### config.mk
export PLATFORM = sky130hd
export DESIGN_NAME = seq_mul
export DESIGN_NICKNAME = d
export VERILOG_FILES = /design/src/rtl/seq_mul_pkg.sv /design/src/rtl/seq_mul_abs.sv /design/src/rtl/seq_mul.sv
export SDC_FILE = /design/constraint.sdc
export NUM_CORES = 1
export LEC_CHECK = 0
export ABC_AREA = 0
export CAP_MARGIN = 10
export CORE_MARGIN = 3
export CORE_UTILIZATION = 55
export CTS_CLUSTER_DIAMETER = 150
export CTS_CLUSTER_SIZE = 25
export DETAILED_ROUTE_END_ITERATION = 12
export PLACE_DENSITY = 0.77
export SYNTH_ARGS = -nofsm -noshare
export SYNTH_HDL_FRONTEND = slang
export SYNTH_SLANG_ARGS = --single-unit
### constraint.sdc
create_clock -name clk -period 3.7 [get_ports clk]
set_input_delay 1.11 -clock clk [delete_from_list [all_inputs] [get_ports clk]]
set_output_delay 1.11 -clock clk [all_outputs]
set_load 0.01 [all_outputs]
### src/rtl/seq_mul_pkg.sv
// seq_mul_pkg: definitions shared by the sequential multiplier files.
//   state_t               : controller states (S_IDLE, S_RUN)
//   SEQ_MUL_DEFAULT_WIDTH : default operand width
//   count_width()         : iteration counter width, clog2(WIDTH), at least 1
package seq_mul_pkg;

  typedef enum logic [0:0] {
    S_IDLE = 1'b0,
    S_RUN  = 1'b1
  } state_t;

  localparam int SEQ_MUL_DEFAULT_WIDTH = 8;

  // Width of a counter that holds 0..w-1. It is never below 1 bit.
  function automatic int count_width(input int w);
    int r;
    r = 1;
    for (int i = 1; i < 32; i++) begin
      if ((1 << i) < w) r = i + 1;
    end
    return r;
  endfunction

endpackage

### src/rtl/seq_mul_abs.sv
// seq_mul_abs: turns a W-bit two's-complement value into its magnitude,
// given the value's sign bit. The same block serves as a general conditional
// negator: y = neg ? -x : x.
// The most negative value -2^(W-1) maps to 2^(W-1), which is the correct
// magnitude when y is read as unsigned.
//   x   in  W  value
//   neg in  1  negate x (the sign bit when x is used as a two's-complement operand)
//   y   out W  magnitude / conditionally negated value
module seq_mul_abs #(
  parameter int W = 8
) (
  input  logic [W-1:0] x,
  input  logic         neg,
  output logic [W-1:0] y
);

  assign y = neg ? (~x + W'(1)) : x;

endmodule

### src/rtl/seq_mul.sv
// seq_mul: shift-add multiplier that handles one multiplier bit per clock.
// An accepted start is followed by WIDTH busy cycles. done then pulses for one
// cycle with the 2*WIDTH-bit product on p. p holds that product until the
// next done.
//
// Build option SEQ_MUL_SIGNED_EN adds port sgn. With sgn=1, a and b are
// two's complement: the core multiplies their magnitudes, and the result is
// negated on its way into p when the operand signs differ. Latency is the
// same in both builds.
//
// Ports:
//   clk        in  1        rising-edge clock
//   rst        in  1        synchronous active-high reset
//   start      in  1        request, sampled only while busy=0
//   a, b       in  WIDTH    operands, captured on the accepted start edge
//   sgn        in  1        (SEQ_MUL_SIGNED_EN only) operands are signed
//   busy       out 1        multiplication in progress
//   done       out 1        one-cycle pulse, p valid in the same cycle
//   p          out 2*WIDTH  product
//   dbg_state  out state_t  controller state, for observation only
//
// Handshake: start is sampled on a rising edge only when busy=0 (state
// S_IDLE). A start seen while busy=1 is dropped. An accepted start raises busy
// on that edge. busy and done are never high together. A start may be issued
// in the done cycle, and that start is accepted.
module seq_mul
  import seq_mul_pkg::*;
#(
  parameter int WIDTH = SEQ_MUL_DEFAULT_WIDTH
) (
  input  logic               clk,
  input  logic               rst,
  input  logic               start,
  input  logic [WIDTH-1:0]   a,
  input  logic [WIDTH-1:0]   b,
`ifdef SEQ_MUL_SIGNED_EN
  input  logic               sgn,
`endif
  output logic               busy,
  output logic               done,
  output logic [2*WIDTH-1:0] p,
  output state_t             dbg_state
);

  localparam int CW = count_width(WIDTH);
  localparam int PW = 2 * WIDTH;

  state_t state, state_n;

  logic [PW-1:0]    acc;
  logic [PW-1:0]    mcand;   // multiplicand, pre-shifted so it always equals a<<count
  logic [WIDTH-1:0] mplier;
  logic [CW-1:0]    count;

  logic             load, step, finish, last;
  logic [WIDTH-1:0] a_mag, b_mag;
  logic [PW-1:0]    sum, prod;

  assign last = (count == CW'(WIDTH - 1));

  // Accumulator value after the current iteration. In the last iteration
  // this is the full unsigned product.
  assign sum = acc + (mplier[0] ? mcand : '0);

`ifdef SEQ_MUL_SIGNED_EN
  logic a_neg, b_neg, neg_r;

  assign a_neg = sgn & a[WIDTH-1];
  assign b_neg = sgn & b[WIDTH-1];

  seq_mul_abs #(.W(WIDTH)) u_abs_a (.x(a), .neg(a_neg), .y(a_mag));
  seq_mul_abs #(.W(WIDTH)) u_abs_b (.x(b), .neg(b_neg), .y(b_mag));

  // The result is negated on the path into p, so no extra cycle is needed.
  seq_mul_abs #(.W(PW)) u_neg (.x(sum), .neg(neg_r), .y(prod));

  always_ff @(posedge clk) begin
    if (rst)       neg_r <= 1'b0;
    else if (load) neg_r <= a_neg ^ b_neg;
  end
`else
  assign a_mag = a;
  assign b_mag = b;
  assign prod  = sum;
`endif

  // State register
  always_ff @(posedge clk) begin
    if (rst) state <= S_IDLE;
    else     state <= state_n;
  end

  // Next-state logic
  always_comb begin
    state_n = state;
    case (state)
      S_IDLE:  if (start) state_n = S_RUN;
      S_RUN:   if (last)  state_n = S_IDLE;
      default: state_n = S_IDLE;
    endcase
  end

  // Datapath controls decoded from the state
  always_comb begin
    load   = 1'b0;
    step   = 1'b0;
    finish = 1'b0;
    case (state)
      S_IDLE: load = start;
      S_RUN: begin
        step   = 1'b1;
        finish = last;
      end
      default: ;
    endcase
  end

  // Datapath. Operand 0 still runs all WIDTH iterations.
  always_ff @(posedge clk) begin
    if (rst) begin
      acc    <= '0;
      mcand  <= '0;
      mplier <= '0;
      count  <= '0;
      done   <= 1'b0;
      p      <= '0;
    end else begin
      done <= finish;
      if (load) begin
        acc    <= '0;
        mcand  <= {{WIDTH{1'b0}}, a_mag};
        mplier <= b_mag;
        count  <= '0;
      end else if (step) begin
        acc    <= sum;
        mcand  <= mcand << 1;
        mplier <= mplier >> 1;
        count  <= count + CW'(1);
        if (finish) p <= prod;
      end
    end
  end

  assign busy      = (state == S_RUN);
  assign dbg_state = state;

endmodule

# Word-level counts from Yosys, hierarchy flattened
# Cells that the tools add are included.
[totals]
register_bits = 90
latch_bits = 0
mem_bits_rw = 0
romBits = 0
input_bits = 19
word_cells = 27
n_memories = 0
[op_classes]
addsub = 2
multipliers = 0
n_div = 0
order_cmp = 0
n_eq_ne = 1
shift = 0
muxes = 11
bitwise = 2
reduce_logical = 3
[ops]
columns = ["cell", "count"]
rows = [
  ["32-bit by 1-bit adder with 32-bit output (second input constant)", 1],
  ["32-bit by 3-bit equality test with 1-bit output (second input constant)", 1],
  ["8-bit two-way mux", 4],
  ["16-bit adder", 1],
  ["16-bit two-way mux", 1],
  ["1-bit two-way mux", 5],
  ["3-bit AND reduction", 1],
  ["1-bit inverter", 2],
  ["1-bit case mux with 2 select lines", 1],
  ["2-bit nonzero test", 1],
  ["2-bit OR reduction", 1],
]

# Depth between registers and ports, before layout
# Gate-level depths: netlist of run 1.
[depth]
word_depth = 3
mapped_depth = 11

# Worst setup path before layout of run 1
# Ideal clock, no wire load.
[synth_path]
path_type = "reg2reg"
from = "reg mplier[0]"
to = "reg p[14]"
arrival_time_ps = 2454
setup_slack_ps = 1130
stages_incl_launch_ff = 12
path_buffers = 1
synth_period_minus_slack_ps = 2570
path_cell_list = "dfxtp_1 -> clkbuf_1 -> and2_1 -> ha_1 -> fa_1 -> a21o_1 -> a311o_2 -> o211ai_1 -> and2_1 -> o31a_1 -> xnor2_1 -> a22o_1"
[synth_between]
elab_chain_cells = 2
[synth_lines]
columns = ["item", "line", "source"]
rows = [
  ["start: declaration", "seq_mul.sv:52", "logic [WIDTH-1:0] mplier;"],
  ["start signal: assignment", "seq_mul.sv:132", "mplier <= b_mag;"],
  ["start signal: assignment", "seq_mul.sv:137", "mplier <= mplier >> 1;"],
  ["16-bit two-way mux", "seq_mul.sv:63", "assign sum = acc + (mplier[0] ? mcand : '0);"],
  ["16-bit adder", "seq_mul.sv:63", ""],
  ["end signal: assignment", "seq_mul.sv:139", "if (finish) p <= prod;"],
  ["end: declaration", "seq_mul.sv:41", "output logic [2*WIDTH-1:0] p,"],
]
# Every way passes these cells.
# A chain may end at the register's enable or synchronous reset.

# Final worst setup path of run 1
[layout_path]
from = "reg state, in the netlist busy"
to = "out busy"
[layout_lines]
columns = ["item", "line", "source"]
rows = [
  ["start: declaration", "seq_mul.sv:48", "state_t state, state_n;"],
  ["start signal: assignment", "seq_mul.sv:90", "else state <= state_n;"],
  ["end: declaration", "seq_mul.sv:39", "output logic busy,"],
]
# No word-level cell between the ends.

==> impl_results.html, run 1 <==
<table>
<tr><th>Metric</th><th>Value</th></tr>
<tr><th colspan="2">Cells and area</th></tr>
<tr><td>Multi-input gate area</td><td>0.00238 mm²</td></tr>
<tr><td>Area growth syn-to-layout</td><td>14.4%</td></tr>
<tr><td>Layout filler cell count</td><td>628</td></tr>
<tr><td>Antenna Diode Count</td><td>0</td></tr>
<tr><td>FF/Latch Area</td><td>0.00180 mm²</td></tr>
<tr><td>Fraction of layout cells with a size suffix above 1</td><td>0.0615</td></tr>
<tr><td>Layout Nets</td><td>551</td></tr>
<tr><th colspan="2">Detailed routing</th></tr>
<tr><td># DRC</td><td>0</td></tr>
<tr><td>Detailed-routing iteration count for the pre-antenna-repair pass</td><td>5</td></tr>
<tr><td>Antenna-violating nets left</td><td>0</td></tr>
<tr><td>Number of vias after detailed routing</td><td>3481</td></tr>
<tr><td>Routed WL per cell</td><td>13.9 µm</td></tr>
<tr><td>Aggregate routed wire length</td><td>8620 µm</td></tr>
<tr><td>Initial drt markers</td><td>178</td></tr>
<tr><td>Avg Vias per Cell</td><td>5.62</td></tr>
<tr><th colspan="2">Timing</th></tr>
<tr><td>Upper clock frequency limit</td><td>0.347 GHz</td></tr>
<tr><td>RSZ-0062 raised after global routing</td><td>false</td></tr>
<tr><td>Number of failing hold endpoints at the final stage</td><td>0</td></tr>
<tr><td>Setup TNS</td><td>0 ps</td></tr>
<tr><td>Normalized max-slew margin</td><td>0.551</td></tr>
<tr><td>Shortest period the worst path allows</td><td>2880 ps</td></tr>
<tr><td>Actual transition at the worst max-transition pin</td><td>674 ps</td></tr>
<tr><td>Number of failing setup endpoints in the final timing report</td><td>0</td></tr>
<tr><td>Final worst hold slack</td><td>476 ps</td></tr>
<tr><td>Final worst clock skew</td><td>15.2 ps</td></tr>
<tr><td>Share of the clock period used by the worst path</td><td>0.780</td></tr>
<tr><td>Max-slew violations</td><td>0</td></tr>
<tr><th colspan="2">Clocking</th></tr>
<tr><td>Maximum level of the CTS H-tree</td><td>3</td></tr>
<tr><td>Cts bufs inserted</td><td>9</td></tr>
<tr><td>Maximum buffer depth of the clock tree</td><td>2</td></tr>
<tr><td>Total of hold buffers inserted after clock tree synthesis</td><td>0</td></tr>
<tr><td>Clock root buffer</td><td>clkbuf_8</td></tr>
<tr><td>Clock tree from TritonCTS</td><td>yes</td></tr>
<tr><td>Post-cts gate resize count</td><td>0</td></tr>
<tr><td>Clock Latency Late Sink</td><td>360 ps</td></tr>
<tr><td>Post-CTS setup buffer count</td><td>0</td></tr>
<tr><td>Clock Sinks</td><td>90</td></tr>
<tr><td>CTS clk-pin slew, worst paths</td><td>80 ps</td></tr>
<tr><th colspan="2">Critical path</th></tr>
<tr><td>Data arrival time at the worst-slack endpoint</td><td>1770 ps</td></tr>
<tr><td>Crit path required time</td><td>2590 ps</td></tr>
<tr><td>Slowest stage delay, CP</td><td>750 ps</td></tr>
<tr><td>Family with the most delay on the worst path</td><td>flip-flops</td></tr>
<tr><td>Reg2reg path depth</td><td>9</td></tr>
<tr><td>CP Class</td><td>flop to output port</td></tr>
<tr><td>Crit-path slowest cell</td><td>dfxtp_2</td></tr>
<tr><td>Maximum fanout encountered on the critical timing path</td><td>38</td></tr>
<tr><td>Worst Setup End Kind</td><td>output port</td></tr>
<tr><td>CP Depth</td><td>1</td></tr>
<tr><td>Number of buffers and inverters on the critical path</td><td>1</td></tr>
<tr><td>Crit path launch type</td><td>flop</td></tr>
<tr><td>Critical path cell sequence</td><td>clkdlybuf4s50_1</td></tr>
<tr><th colspan="2">Global routing</th></tr>
<tr><td>Number of global-route vias before repair</td><td>3159</td></tr>
<tr><td>Pin count of the biggest net entering global routing</td><td>39</td></tr>
<tr><td>Initial antenna violation count</td><td>0</td></tr>
<tr><td>Grt ovf</td><td>0</td></tr>
<tr><td>Met2 Track Usage GR</td><td>0.292</td></tr>
<tr><td>Overall track demand over capacity in global routing</td><td>0.205</td></tr>
<tr><td>Wire length of the first global-routing pass</td><td>14600 µm</td></tr>
<tr><td>Met1 track demand over resource in global routing</td><td>0.303</td></tr>
<tr><td>Busiest metal layer after global routing</td><td>met1</td></tr>
<tr><td>Fraction of met3 tracks used by global routing</td><td>0.0382</td></tr>
<tr><th colspan="2">Die</th></tr>
<tr><td>Die area</td><td>0.00896 mm²</td></tr>
<tr><td>Core area</td><td>0.00745 mm²</td></tr>
<tr><td>Horizontal die dimension</td><td>94.7 µm</td></tr>
<tr><td>Io pins</td><td>38</td></tr>
<tr><td>Number of placement rows</td><td>31</td></tr>
<tr><td>Initial standard-cell utilization of the core</td><td>0.581</td></tr>
<tr><td>Die height</td><td>94.7 µm</td></tr>
<tr><th colspan="2">Yosys</th></tr>
<tr><td>Leading post-synthesis cells by instance count</td><td>90 x dfxtp_1, 84 x nor2_1, 34 x mux2i_1</td></tr>
<tr><td>Async set or reset register ratio after synthesis</td><td>0</td></tr>
<tr><td>Share of synthesized area occupied by flip-flops and latches</td><td>0.417</td></tr>
<tr><td>Count of cell types in the netlist</td><td>46</td></tr>
<tr><td>Dominant cell by count in the synthesized netlist</td><td>dfxtp_1</td></tr>
<tr><td>Share of Yosys cell area claimed by the top area cell type</td><td>0.417</td></tr>
<tr><td>Prevailing post-synth register cell</td><td>dfxtp_1</td></tr>
<tr><td>Cell area after technology mapping</td><td>0.00432 mm²</td></tr>
<tr><td>Instance count of the mapped netlist</td><td>487</td></tr>
<tr><td>Syn Nets</td><td>523</td></tr>
<tr><td>Mean Syn Cell Area</td><td>8.88 µm²</td></tr>
<tr><td>Ys Warns</td><td>0</td></tr>
<tr><td>Dominant cell type by area after synthesis</td><td>dfxtp_1</td></tr>
<tr><td>Leading cell types by total area after synthesis</td><td>dfxtp_1 42%, mux2i_1 7.9%, nor2_1 7.3%, ha_1 4.6%, xor2_1 4.1%</td></tr>
<tr><td>Number of enable-type register cells in the synthesized netlist</td><td>0</td></tr>
<tr><td>Number of flip-flops and latches in the synthesized netlist</td><td>90</td></tr>
<tr><th colspan="2">Worst hold path</th></tr>
<tr><td>Type of the most critical hold path</td><td>flop to flop</td></tr>
<tr><td>Instance count along the most critical hold path</td><td>2</td></tr>
<tr><th colspan="2">Power</th></tr>
<tr><td>Leakage component of the power</td><td>1.99 nW</td></tr>
<tr><td>Worst IR drop on VDD</td><td>0.260 mV</td></tr>
<tr><td>Pwr dens</td><td>357 mW/mm²</td></tr>
<tr><th colspan="2">Placed design</th></tr>
<tr><td>Placed wire-length estimate</td><td>5960 µm</td></tr>
<tr><td>Final Wtd Congestion</td><td>0.862</td></tr>
<tr><td>Count of port buffers added during placement</td><td>37</td></tr>
<tr><th colspan="2">Status</th></tr>
<tr><td>Outcome</td><td>finished clean</td></tr>
<tr><th colspan="2">Flow run</th></tr>
<tr><td>Max-capacitance violation count</td><td>0</td></tr>
</table>
registers in the layout (all words and copies together), names as in the netlist:
signal  flops
mcand      16
count      32
p          16
acc        16
busy        1
done        1
mplier      8
layout by cell type, fill, tap and decap left out, drive strengths merged, types with 2 or more instances in the layout:
cell type / synthesis / layout
xor2: 20 / 20
o21bai: 2 / 2
clkdlybuf4s50: 0 / 37
xnor2: 19 / 19
nand4: 11 / 11
and3: 9 / 9
nand2: 19 / 19
mux2i: 34 / 34
clkbuf: 19 / 11
o21ai: 9 / 9
and2: 22 / 22
o211ai: 2 / 2
a22o: 15 / 15
nor3: 7 / 7
or3: 5 / 5
a31oi: 4 / 4
dfxtp: 90 / 90
nor4: 7 / 7
nor2: 85 / 85
ha: 16 / 16
or4: 3 / 3
clkinv: 0 / 2
inv: 8 / 8
a21oi: 29 / 29
clkinvlp: 0 / 2
nand3: 20 / 20
and4: 3 / 3
a21o: 7 / 7
o21a: 3 / 3
buf: 8 / 7
final cells by class:
class / instances / share of cell area
multi-input combinational: 362 / 0.481
sequential: 90 / 0.365
timing repair buffer: 44 / 0.0855
clock buffer: 11 / 0.0266
tap: 99 / 0.0250
clock inverter: 5 / 0.0111
inverter: 8 / 0.00607
metrics by stage:
stage	cell area (µm²)	util	std cells	power, W	worst slack [ps]
after floorplan	4320	-	487	0.00110	1130
after global placement	4760	0.639	603	0.00113	986
after detailed placement	4760	0.639	603	0.00114	934
after CTS	4950	0.664	619	0.00178	801
after global routing	4950	0.664	619	0.00185	611
final	4950	0.664	619	0.00176	816
metal layers:
metal	share of wire	up-vias	wire, µm
li1	-	1763	-
met1	0.51	1621	4400
met2	0.42	86	3630
met3	0.051	11	441
met4	0.017	0	143
met5	0	-	0
worst paths after layout:
path,from,endpoint,slack (ps)
min,acc[10],acc[10],480
max reg2reg,mplier[0],acc[13],870
min reg2reg,acc[10],acc[10],480
max,busy,busy,820
power breakdown:
part / internal (W) / switching (W)
Sequential: 0.000982 / 0.0000180
Combinational: 0.0000539 / 0.0000614
Clock: 0.000311 / 0.000339
cell families (layout without fill, tap and decap cells):
logic type / count (synthesis) / after routing / synth area share
mux: 34 / 34 / 0.0787
simple gates: 194 / 194 / 0.218
xor+xnor: 39 / 39 / 0.0790
buf+inv: 35 / 68 / 0.0330
fa+ha+maj: 17 / 17 / 0.0509
compound gates: 78 / 78 / 0.123
flops: 90 / 90 / 0.417
Power figures use the tool's default switching activity.
==> run 2: changes to the inputs <==
clock period = 3 ns   (was 3.7 ns; I/O delays follow)
==> run 2 against run 1 <==
Compared with the run above:
- non-clock buffer count increased by 3
- clock power increased by 31%
- cell area increased by 1.1%
- sequential share of layout area decreased by 0.39 points
- wire length increased by 3.3%
- critical path depth increased by 9
- first-iteration DRC count increased by 2.8%
- combinational power increased by 34%
- sequential power increased by 23%
==> impl_results.html, run 2 (same netlist as run 1, synthesis figures left out) <==
<table>
<tr><th>Metric</th><th>Value</th></tr>
<tr><th colspan="2">Status</th></tr>
<tr><td>Outcome</td><td>finished clean (unchanged)</td></tr>
<tr><th colspan="2">Timing</th></tr>
<tr><td>Final worst clock skew</td><td>8.91 ps (was 15.2 ps)</td></tr>
<tr><td>Upper clock frequency limit</td><td>0.362 GHz</td></tr>
<tr><td>Number of failing setup endpoints in the final timing report</td><td>0 (unchanged)</td></tr>
<tr><td>Share of the clock period used by the worst path</td><td>0.922</td></tr>
<tr><td>Final worst hold slack</td><td>479 ps (was 476 ps)</td></tr>
<tr><td>Actual transition at the worst max-transition pin</td><td>412 ps (was 674 ps)</td></tr>
<tr><td>Final worst slack</td><td>235 ps (was 816 ps)</td></tr>
<tr><td>Number of failing hold endpoints at the final stage</td><td>0 (unchanged)</td></tr>
<tr><td>Normalized max-slew margin</td><td>0.725 (was 0.551)</td></tr>
<tr><td>RSZ-0062 raised after global routing</td><td>false (unchanged)</td></tr>
<tr><td>Shortest period the worst path allows</td><td>2760 ps</td></tr>
<tr><td>Setup TNS</td><td>0 ps (unchanged)</td></tr>
<tr><td>Max-slew violations</td><td>0 (unchanged)</td></tr>
<tr><th colspan="2">Cells and area</th></tr>
<tr><td>Number of flip-flops under the largest register name</td><td>32 (unchanged)</td></tr>
<tr><td>Multi-input gate area</td><td>0.00238 mm² (unchanged)</td></tr>
<tr><td>Commonest cells after routing, fill and taps aside</td><td>89 x dfxtp_1, 84 x nor2_1, 37 x clkdlybuf4s50_1, 34 x mux2i_1, 28 x a21oi_1 (unchanged)</td></tr>
<tr><td>Fraction of layout cells with a size suffix above 1</td><td>0.0688 (was 0.0615)</td></tr>
<tr><td>Finished Layout Cells</td><td>622 (was 619)</td></tr>
<tr><td>Area growth syn-to-layout</td><td>15.6% (was 14.4%)</td></tr>
<tr><td>Layout filler cell count</td><td>611 (was 628)</td></tr>
<tr><td>FF/Latch Area</td><td>0.00180 mm² (unchanged)</td></tr>
<tr><td>Antenna Diode Count</td><td>0 (unchanged)</td></tr>
<tr><td>Layout Nets</td><td>554 (was 551)</td></tr>
<tr><td>Largest register by flop count</td><td>count (unchanged)</td></tr>
<tr><td>Leading cell type in the layout, fill and taps excluded</td><td>dfxtp_1 (unchanged)</td></tr>
<tr><th colspan="2">Placed design</th></tr>
<tr><td>Count of port buffers added during placement</td><td>37 (unchanged)</td></tr>
<tr><td>Cell count after placement</td><td>606 (was 603)</td></tr>
<tr><td>Placed wire-length estimate</td><td>6370 µm (was 5960 µm)</td></tr>
<tr><td>Final Wtd Congestion</td><td>0.885 (was 0.862)</td></tr>
<tr><td>Post-Place Setup Slack</td><td>256 ps (was 934 ps)</td></tr>
<tr><th colspan="2">Clocking</th></tr>
<tr><td>Clock root buffer</td><td>clkbuf_8 (unchanged)</td></tr>
<tr><td>Maximum buffer depth of the clock tree</td><td>2 (unchanged)</td></tr>
<tr><td>Clock Sinks</td><td>90 (unchanged)</td></tr>
<tr><td>Maximum level of the CTS H-tree</td><td>3 (unchanged)</td></tr>
<tr><td>Cts bufs inserted</td><td>9 (unchanged)</td></tr>
<tr><td>Clock tree from TritonCTS</td><td>yes (unchanged)</td></tr>
<tr><td>Total of hold buffers inserted after clock tree synthesis</td><td>0 (unchanged)</td></tr>
<tr><td>Clock Latency Late Sink</td><td>360 ps (about the same)</td></tr>
<tr><td>CTS clk-pin slew, worst paths</td><td>90 ps (was 80 ps)</td></tr>
<tr><td>Post-CTS setup buffer count</td><td>0 (unchanged)</td></tr>
<tr><td>Post-cts gate resize count</td><td>0 (unchanged)</td></tr>
<tr><th colspan="2">Critical path</th></tr>
<tr><td>Number of buffers and inverters on the critical path</td><td>0 (was 1)</td></tr>
<tr><td>Reg-to-reg startpoint</td><td>mplier[0] (unchanged)</td></tr>
<tr><td>Crit path launch type</td><td>flop (unchanged)</td></tr>
<tr><td>Worst path most repeated cell</td><td>and2_1</td></tr>
<tr><td>Worst Setup End Kind</td><td>flop (was output port)</td></tr>
<tr><td>Family with the most delay on the worst path</td><td>compound AO/OA/AOI/OAI gates (was flip-flops)</td></tr>
<tr><td>Worst reg2reg path endpoint</td><td>p[14] (was acc[13])</td></tr>
<tr><td>Crit path required time</td><td>3260 ps (was 2590 ps)</td></tr>
<tr><td>Maximum fanout encountered on the critical timing path</td><td>17 (was 38)</td></tr>
<tr><td>Slowest stage delay, CP</td><td>430 ps (was 750 ps)</td></tr>
<tr><td>Reg2reg path depth</td><td>10 (was 9)</td></tr>
<tr><td>Crit-path slowest cell</td><td>dfxtp_1 (was dfxtp_2)</td></tr>
<tr><td>Critical path cell sequence</td><td>and2_1 -&gt; ha_1 -&gt; fa_1 -&gt; a21o_1 -&gt; a311o_2 -&gt; o211ai_1 -&gt; and2_1 -&gt; o31a_1 -&gt; xnor2_1 -&gt; a22o_1 (was clkdlybuf4s50_1)</td></tr>
<tr><td>Data arrival time at the worst-slack endpoint</td><td>3020 ps (was 1770 ps)</td></tr>
<tr><td>Slack of the worst reg-to-reg path</td><td>240 ps (was 870 ps)</td></tr>
<tr><td>CP Class</td><td>flop to flop (was flop to output port)</td></tr>
<tr><th colspan="2">Global routing</th></tr>
<tr><td>Pin count of the biggest net entering global routing</td><td>34 (was 39)</td></tr>
<tr><td>Overall track demand over capacity in global routing</td><td>0.212 (was 0.205)</td></tr>
<tr><td>Number of global-route vias before repair</td><td>3207 (was 3159)</td></tr>
<tr><td>Wire length of the first global-routing pass</td><td>15200 µm (was 14600 µm)</td></tr>
<tr><td>Initial antenna violation count</td><td>0 (unchanged)</td></tr>
<tr><td>Grt ovf</td><td>0 (unchanged)</td></tr>
<tr><th colspan="2">Power</th></tr>
<tr><td>Leakage component of the power</td><td>2.02 nW (was 1.99 nW)</td></tr>
<tr><td>Post-layout total power</td><td>0.00223 W (was 0.00176 W)</td></tr>
<tr><td>Worst IR drop on VDD</td><td>0.276 mV (was 0.260 mV)</td></tr>
<tr><td>Pwr dens</td><td>447 mW/mm² (was 357 mW/mm²)</td></tr>
<tr><th colspan="2">Die</th></tr>
<tr><td>Die area</td><td>0.00896 mm² (unchanged)</td></tr>
<tr><td>Io pins</td><td>38 (unchanged)</td></tr>
<tr><td>Initial standard-cell utilization of the core</td><td>0.581 (unchanged)</td></tr>
<tr><td>Horizontal die dimension</td><td>94.7 µm (unchanged)</td></tr>
<tr><td>Core area</td><td>0.00745 mm² (unchanged)</td></tr>
<tr><td>Number of placement rows</td><td>31 (unchanged)</td></tr>
<tr><td>Die height</td><td>94.7 µm (unchanged)</td></tr>
<tr><th colspan="2">Detailed routing</th></tr>
<tr><td># DRC</td><td>0 (unchanged)</td></tr>
<tr><td>Aggregate routed wire length</td><td>8900 µm (was 8620 µm)</td></tr>
<tr><td>Antenna-violating nets left</td><td>0 (unchanged)</td></tr>
<tr><td>Number of vias after detailed routing</td><td>3459 (was 3481)</td></tr>
<tr><td>Routed WL per cell</td><td>14.3 µm (was 13.9 µm)</td></tr>
<tr><td>Detailed-routing iteration count for the pre-antenna-repair pass</td><td>5 (unchanged)</td></tr>
<tr><td>Initial drt markers</td><td>183 (was 178)</td></tr>
<tr><td>Avg Vias per Cell</td><td>5.56 (was 5.62)</td></tr>
<tr><th colspan="2">Worst hold path</th></tr>
<tr><td>Startpoint of the tightest hold check path</td><td>p[5] (was acc[10])</td></tr>
<tr><td>Type of the most critical hold path</td><td>flop to flop (unchanged)</td></tr>
<tr><td>Instance count along the most critical hold path</td><td>1 (was 2)</td></tr>
<tr><td>End point of the most critical hold path</td><td>p[5] (was acc[10])</td></tr>
<tr><th colspan="2">Flow run</th></tr>
<tr><td>Max-capacitance violation count</td><td>0 (unchanged)</td></tr>
</table>
## run 2: cell count changes in the layout (fill, tap and decap cells not counted)
cell / change
buf_4: +2
clkbuf_8: +2
buf_12: +1
clkbuf_1: -1
clkinv_2: -1
## run 2: final cells by class
class                   instances  share of cell area
clock inverters                 4              0.0100
flip-flops and latches         90               0.361
multi-input cells             362               0.476
well taps                      99              0.0248
repair buffers                 47              0.0916
inverters                       8             0.00601
clock buffers                  12              0.0310
## run 2: per-layer routing
| metal | track usage | routed length (µm) | vias up |
|---|---|---|---|
| li1 | - | - | 1761 |
| met1 | 0.304 | 4420 | 1598 |
| met2 | 0.318 | 3900 | 87 |
| met3 | 0.0414 | 443 | 13 |
| met4 | 0.0745 | 131 | 0 |
| met5 | 0 | 0 | - |
## run 2: power by group
group / internal [W] / total (W) / switching, W
registers: 0.00121 / 0.00123 / 0.0000191
clock network: 0.000430 / 0.000848 / 0.000419
logic: 0.0000721 / 0.000154 / 0.0000823
total: 0.00171 / 0.00223 / 0.000520
## run 2: worst max path at each step
stage	startpoint	endpoint	slack (ps)	cells past startpoint
floorplan	mplier[0]	p[14]	430	11
global placement	mplier[0]	p[14]	350	10
CTS	mplier[0]	p[14]	240	10
finish	mplier[0]	p[14]	240	10
detailed placement	mplier[0]	acc[13]	260	9
global route	mplier[0]	p[10]	70	9
## run 2: worst reg2reg max path: cells and delay by family (launching register included)
| kind | cells | cell delay [ps] |
|---|---|---|
| AO/OA/AOI/OAI | 5 | 1110 |
| adder cells (fa/ha/maj) | 2 | 640 |
| flip-flops | 1 | 430 |
| AND/OR/NAND/NOR | 2 | 420 |
| XOR/XNOR | 1 | 70 |
## run 2: metrics by stage
stage | utilization | area [µm²]
after floorplan | - | 4320
after global placement | 0.644 | 4790
after detailed placement | 0.644 | 4790
after CTS | 0.671 | 5000
after global routing | 0.671 | 5000
final | 0.671 | 5000
==> run 3: changes to the inputs <==
CORE_MARGIN = default   (was 3)
PLACE_DENSITY = 0.78   (was 0.77)
SLEW_MARGIN = 25   (was default)
==> run 3 against run 2 <==
Compared with the run above:
- register-to-register slack gained 140 ps
- count of clock-buffer cells in the layout decreased by 2
- combinational power hardly changed
- fmax rose by 5.2%
- sequential cell count is the same
- largest power group unchanged
==> impl_results.html, run 3 (same netlist as run 1, synthesis figures left out) <==
<table>
<tr><th>Metric</th><th>Value</th></tr>
<tr><th colspan="2">Timing</th></tr>
<tr><td>Normalized max-slew margin</td><td>0.723 (was 0.725)</td></tr>
<tr><td>RSZ-0062 raised after global routing</td><td>false (unchanged)</td></tr>
<tr><td>Final worst hold slack</td><td>483 ps (was 479 ps)</td></tr>
<tr><td>Upper clock frequency limit</td><td>0.380 GHz (was 0.362 GHz)</td></tr>
<tr><td>Actual transition at the worst max-transition pin</td><td>416 ps (was 412 ps)</td></tr>
<tr><td>Number of failing setup endpoints in the final timing report</td><td>0 (unchanged)</td></tr>
<tr><td>Final worst clock skew</td><td>6.06 ps (was 8.91 ps)</td></tr>
<tr><td>Max-slew violations</td><td>0 (unchanged)</td></tr>
<tr><td>Shortest period the worst path allows</td><td>2630 ps (was 2760 ps)</td></tr>
<tr><td>Setup TNS</td><td>0 ps (unchanged)</td></tr>
<tr><td>Share of the clock period used by the worst path</td><td>0.876 (was 0.922)</td></tr>
<tr><td>Number of failing hold endpoints at the final stage</td><td>0 (unchanged)</td></tr>
<tr><th colspan="2">Detailed routing</th></tr>
<tr><td>Initial drt markers</td><td>222 (was 183)</td></tr>
<tr><td>Routed WL per cell</td><td>14.7 µm (was 14.3 µm)</td></tr>
<tr><td>Antenna-violating nets left</td><td>0 (unchanged)</td></tr>
<tr><td>Avg Vias per Cell</td><td>5.63 (was 5.56)</td></tr>
<tr><td># DRC</td><td>0 (unchanged)</td></tr>
<tr><td>Aggregate routed wire length</td><td>9150 µm (was 8900 µm)</td></tr>
<tr><td>Number of vias after detailed routing</td><td>3505 (was 3459)</td></tr>
<tr><td>Detailed-routing iteration count for the pre-antenna-repair pass</td><td>4 (was 5)</td></tr>
<tr><th colspan="2">Clocking</th></tr>
<tr><td>Cts bufs inserted</td><td>9 (unchanged)</td></tr>
<tr><td>Post-CTS setup buffer count</td><td>0 (unchanged)</td></tr>
<tr><td>Clock Latency Late Sink</td><td>360 ps (about the same)</td></tr>
<tr><td>Maximum level of the CTS H-tree</td><td>3 (unchanged)</td></tr>
<tr><td>CTS clk-pin slew, worst paths</td><td>90 ps (about the same)</td></tr>
<tr><td>Maximum buffer depth of the clock tree</td><td>2 (unchanged)</td></tr>
<tr><td>Post-cts gate resize count</td><td>0 (unchanged)</td></tr>
<tr><td>Clock root buffer</td><td>clkbuf_8 (unchanged)</td></tr>
<tr><td>Clock Sinks</td><td>90 (unchanged)</td></tr>
<tr><td>Clock tree from TritonCTS</td><td>yes (unchanged)</td></tr>
<tr><td>Total of hold buffers inserted after clock tree synthesis</td><td>0 (unchanged)</td></tr>
<tr><th colspan="2">Placed design</th></tr>
<tr><td>Placed wire-length estimate</td><td>6430 µm (was 6370 µm)</td></tr>
<tr><td>Final Wtd Congestion</td><td>0.868 (was 0.885)</td></tr>
<tr><td>Count of port buffers added during placement</td><td>37 (unchanged)</td></tr>
<tr><td>Cell count after placement</td><td>607 (was 606)</td></tr>
<tr><th colspan="2">Worst hold path</th></tr>
<tr><td>End point of the most critical hold path</td><td>p[13] (was p[5])</td></tr>
<tr><td>Type of the most critical hold path</td><td>flop to flop (unchanged)</td></tr>
<tr><td>Startpoint of the tightest hold check path</td><td>p[13] (was p[5])</td></tr>
<tr><td>Instance count along the most critical hold path</td><td>1 (unchanged)</td></tr>
<tr><th colspan="2">Cells and area</th></tr>
<tr><td>Antenna Diode Count</td><td>0 (unchanged)</td></tr>
<tr><td>Area growth syn-to-layout</td><td>16.1% (was 15.6%)</td></tr>
<tr><td>Layout Nets</td><td>555 (was 554)</td></tr>
<tr><td>Leading cell type in the layout, fill and taps excluded</td><td>dfxtp_1 (unchanged)</td></tr>
<tr><td>Finished Layout Cells</td><td>623 (was 622)</td></tr>
<tr><td>Multi-input gate area</td><td>0.00238 mm² (unchanged)</td></tr>
<tr><td>Largest register by flop count</td><td>count (unchanged)</td></tr>
<tr><td>Commonest cells after routing, fill and taps aside</td><td>89 x dfxtp_1, 84 x nor2_1, 37 x clkdlybuf4s50_1, 34 x mux2i_1, 28 x a21oi_1 (unchanged)</td></tr>
<tr><td>Number of flip-flops under the largest register name</td><td>32 (unchanged)</td></tr>
<tr><td>FF/Latch Area</td><td>0.00180 mm² (unchanged)</td></tr>
<tr><td>Final design utilization</td><td>0.678 (was 0.671)</td></tr>
<tr><td>Fraction of layout cells with a size suffix above 1</td><td>0.0706 (was 0.0688)</td></tr>
<tr><td>Layout filler cell count</td><td>595 (was 611)</td></tr>
<tr><th colspan="2">Critical path</th></tr>
<tr><td>CP Class</td><td>flop to flop (unchanged)</td></tr>
<tr><td>Crit path launch type</td><td>flop (unchanged)</td></tr>
<tr><td>Crit path required time</td><td>3250 ps (was 3260 ps)</td></tr>
<tr><td>Slack of the worst reg-to-reg path</td><td>370 ps (was 240 ps)</td></tr>
<tr><td>Reg2reg path depth</td><td>9 (was 10)</td></tr>
<tr><td>Worst reg2reg path endpoint</td><td>p[15] (was p[14])</td></tr>
<tr><td>Maximum fanout encountered on the critical timing path</td><td>6 (was 17)</td></tr>
<tr><td>Data arrival time at the worst-slack endpoint</td><td>2880 ps (was 3020 ps)</td></tr>
<tr><td>Worst Setup End Kind</td><td>flop (unchanged)</td></tr>
<tr><td>Slowest stage delay, CP</td><td>440 ps (was 430 ps)</td></tr>
<tr><td>Reg-to-reg startpoint</td><td>mcand[4] (was mplier[0])</td></tr>
<tr><td>Crit-path slowest cell</td><td>a221oi_2 (was dfxtp_1)</td></tr>
<tr><td>Critical path cell sequence</td><td>and2_1 -&gt; ha_1 -&gt; a21o_1 -&gt; a31oi_1 -&gt; a21oi_2 -&gt; a221oi_2 -&gt; o21ai_0 -&gt; xnor2_1 -&gt; a22o_1 (was and2_1 -&gt; ha_1 -&gt; fa_1 -&gt; a21o_1 -&gt; a311o_2 -&gt; o211ai_1 -&gt; and2_1 -&gt; o31a_1 -&gt; xnor2_1 -&gt; a22o_1)</td></tr>
<tr><th colspan="2">Die</th></tr>
<tr><td>Horizontal die dimension</td><td>90.7 µm (was 94.7 µm)</td></tr>
<tr><td>Die height</td><td>90.7 µm (was 94.7 µm)</td></tr>
<tr><td>Io pins</td><td>38 (unchanged)</td></tr>
<tr><td>Number of placement rows</td><td>31 (unchanged)</td></tr>
<tr><td>Core area</td><td>0.00741 mm² (was 0.00745 mm²)</td></tr>
<tr><td>Initial standard-cell utilization of the core</td><td>0.584 (was 0.581)</td></tr>
<tr><td>Die area</td><td>0.00822 mm² (was 0.00896 mm²)</td></tr>
<tr><th colspan="2">Power</th></tr>
<tr><td>Sequential power share</td><td>0.521 (was 0.551)</td></tr>
<tr><td>Leakage component of the power</td><td>2.04 nW (was 2.02 nW)</td></tr>
<tr><td>Net Sw Frac</td><td>0.223 (was 0.233)</td></tr>
<tr><td>Worst IR drop on VDD</td><td>0.309 mV (was 0.276 mV)</td></tr>
<tr><td>P_int</td><td>0.00183 W (was 0.00171 W)</td></tr>
<tr><td>Switching Power</td><td>0.000525 W (was 0.000520 W)</td></tr>
<tr><td>Portion of total power attributed to the clock network</td><td>0.413 (was 0.380)</td></tr>
<tr><td>Pwr dens</td><td>469 mW/mm² (was 447 mW/mm²)</td></tr>
<tr><td>Combinational power share</td><td>0.066 (was 0.069)</td></tr>
<tr><th colspan="2">Status</th></tr>
<tr><td>Outcome</td><td>finished clean (unchanged)</td></tr>
<tr><th colspan="2">Global routing</th></tr>
<tr><td>Wire length of the first global-routing pass</td><td>15900 µm (was 15200 µm)</td></tr>
<tr><td>Initial antenna violation count</td><td>0 (unchanged)</td></tr>
<tr><td>Grt ovf</td><td>0 (unchanged)</td></tr>
<tr><td>Overall track demand over capacity in global routing</td><td>0.238 (was 0.212)</td></tr>
<tr><td>Number of global-route vias before repair</td><td>3421 (was 3207)</td></tr>
<tr><td>Pin count of the biggest net entering global routing</td><td>41 (was 34)</td></tr>
<tr><th colspan="2">Flow run</th></tr>
<tr><td>Max-capacitance violation count</td><td>0 (unchanged)</td></tr>
</table>
run 3: stage by stage:
| step | power (W) | setup slack [ps] | instance area [µm²] |
|---|---|---|---|
| finish | 0.00236 | 372 | 5020 |
| global route | 0.00244 | 190 | 5020 |
| global placement | 0.00141 | 481 | 4790 |
| CTS | 0.00237 | 366 | 5020 |
| floorplan | 0.00135 | 430 | 4320 |
| detailed placement | 0.00141 | 419 | 4790 |
run 3: layout make-up:
cell class,count,share of cell area
flip-flops and latches,90,0.359
multi-input cells,362,0.474
well taps,99,0.0247
inverters,8,0.00598
clock inverters,6,0.0209
clock buffers,10,0.0254
repair buffers,48,0.0902
run 3: worst max-delay path, delay by kind of cell (launching register included):
family / cells / cell delay, ps
xor+xnor: 1 / 190
flops: 1 / 330
fa+ha+maj: 1 / 360
simple gates: 1 / 170
compound gates: 6 / 1470
run 3: how the worst max path moves through the flow:
| stage | startpoint | endpoint | depth (start not counted) |
|---|---|---|---|
| 4_1_cts | mplier[0] | p[15] | 9 |
| 2_1_floorplan | mplier[0] | p[14] | 11 |
| 3_3_place_gp | mplier[0] | p[14] | 10 |
| 3_5_place_dp | mplier[0] | p[15] | 9 |
| 5_1_grt | mplier[0] | p[15] | 10 |
| 6_report | mcand[4] | p[15] | 9 |
run 3: power groups by stage:
stage,Combinational (W),Sequential [W],Clock [W]
finish,0.000155,0.00123,0.000973
global route,0.000172,0.00123,0.00104
CTS,0.000155,0.00123,0.000984
detailed placement,0.000154,0.00126,0
global placement,0.000151,0.00126,0
floorplan,0.000105,0.00125,0
run 3: layer usage:
layer  up-vias  GRT usage  wire [µm]
met5         -          0          0
met3        12     0.0505        438
li1       1775          -          -
met1      1635      0.330       4510
met4         0     0.0806        126
met2        83      0.367       4070
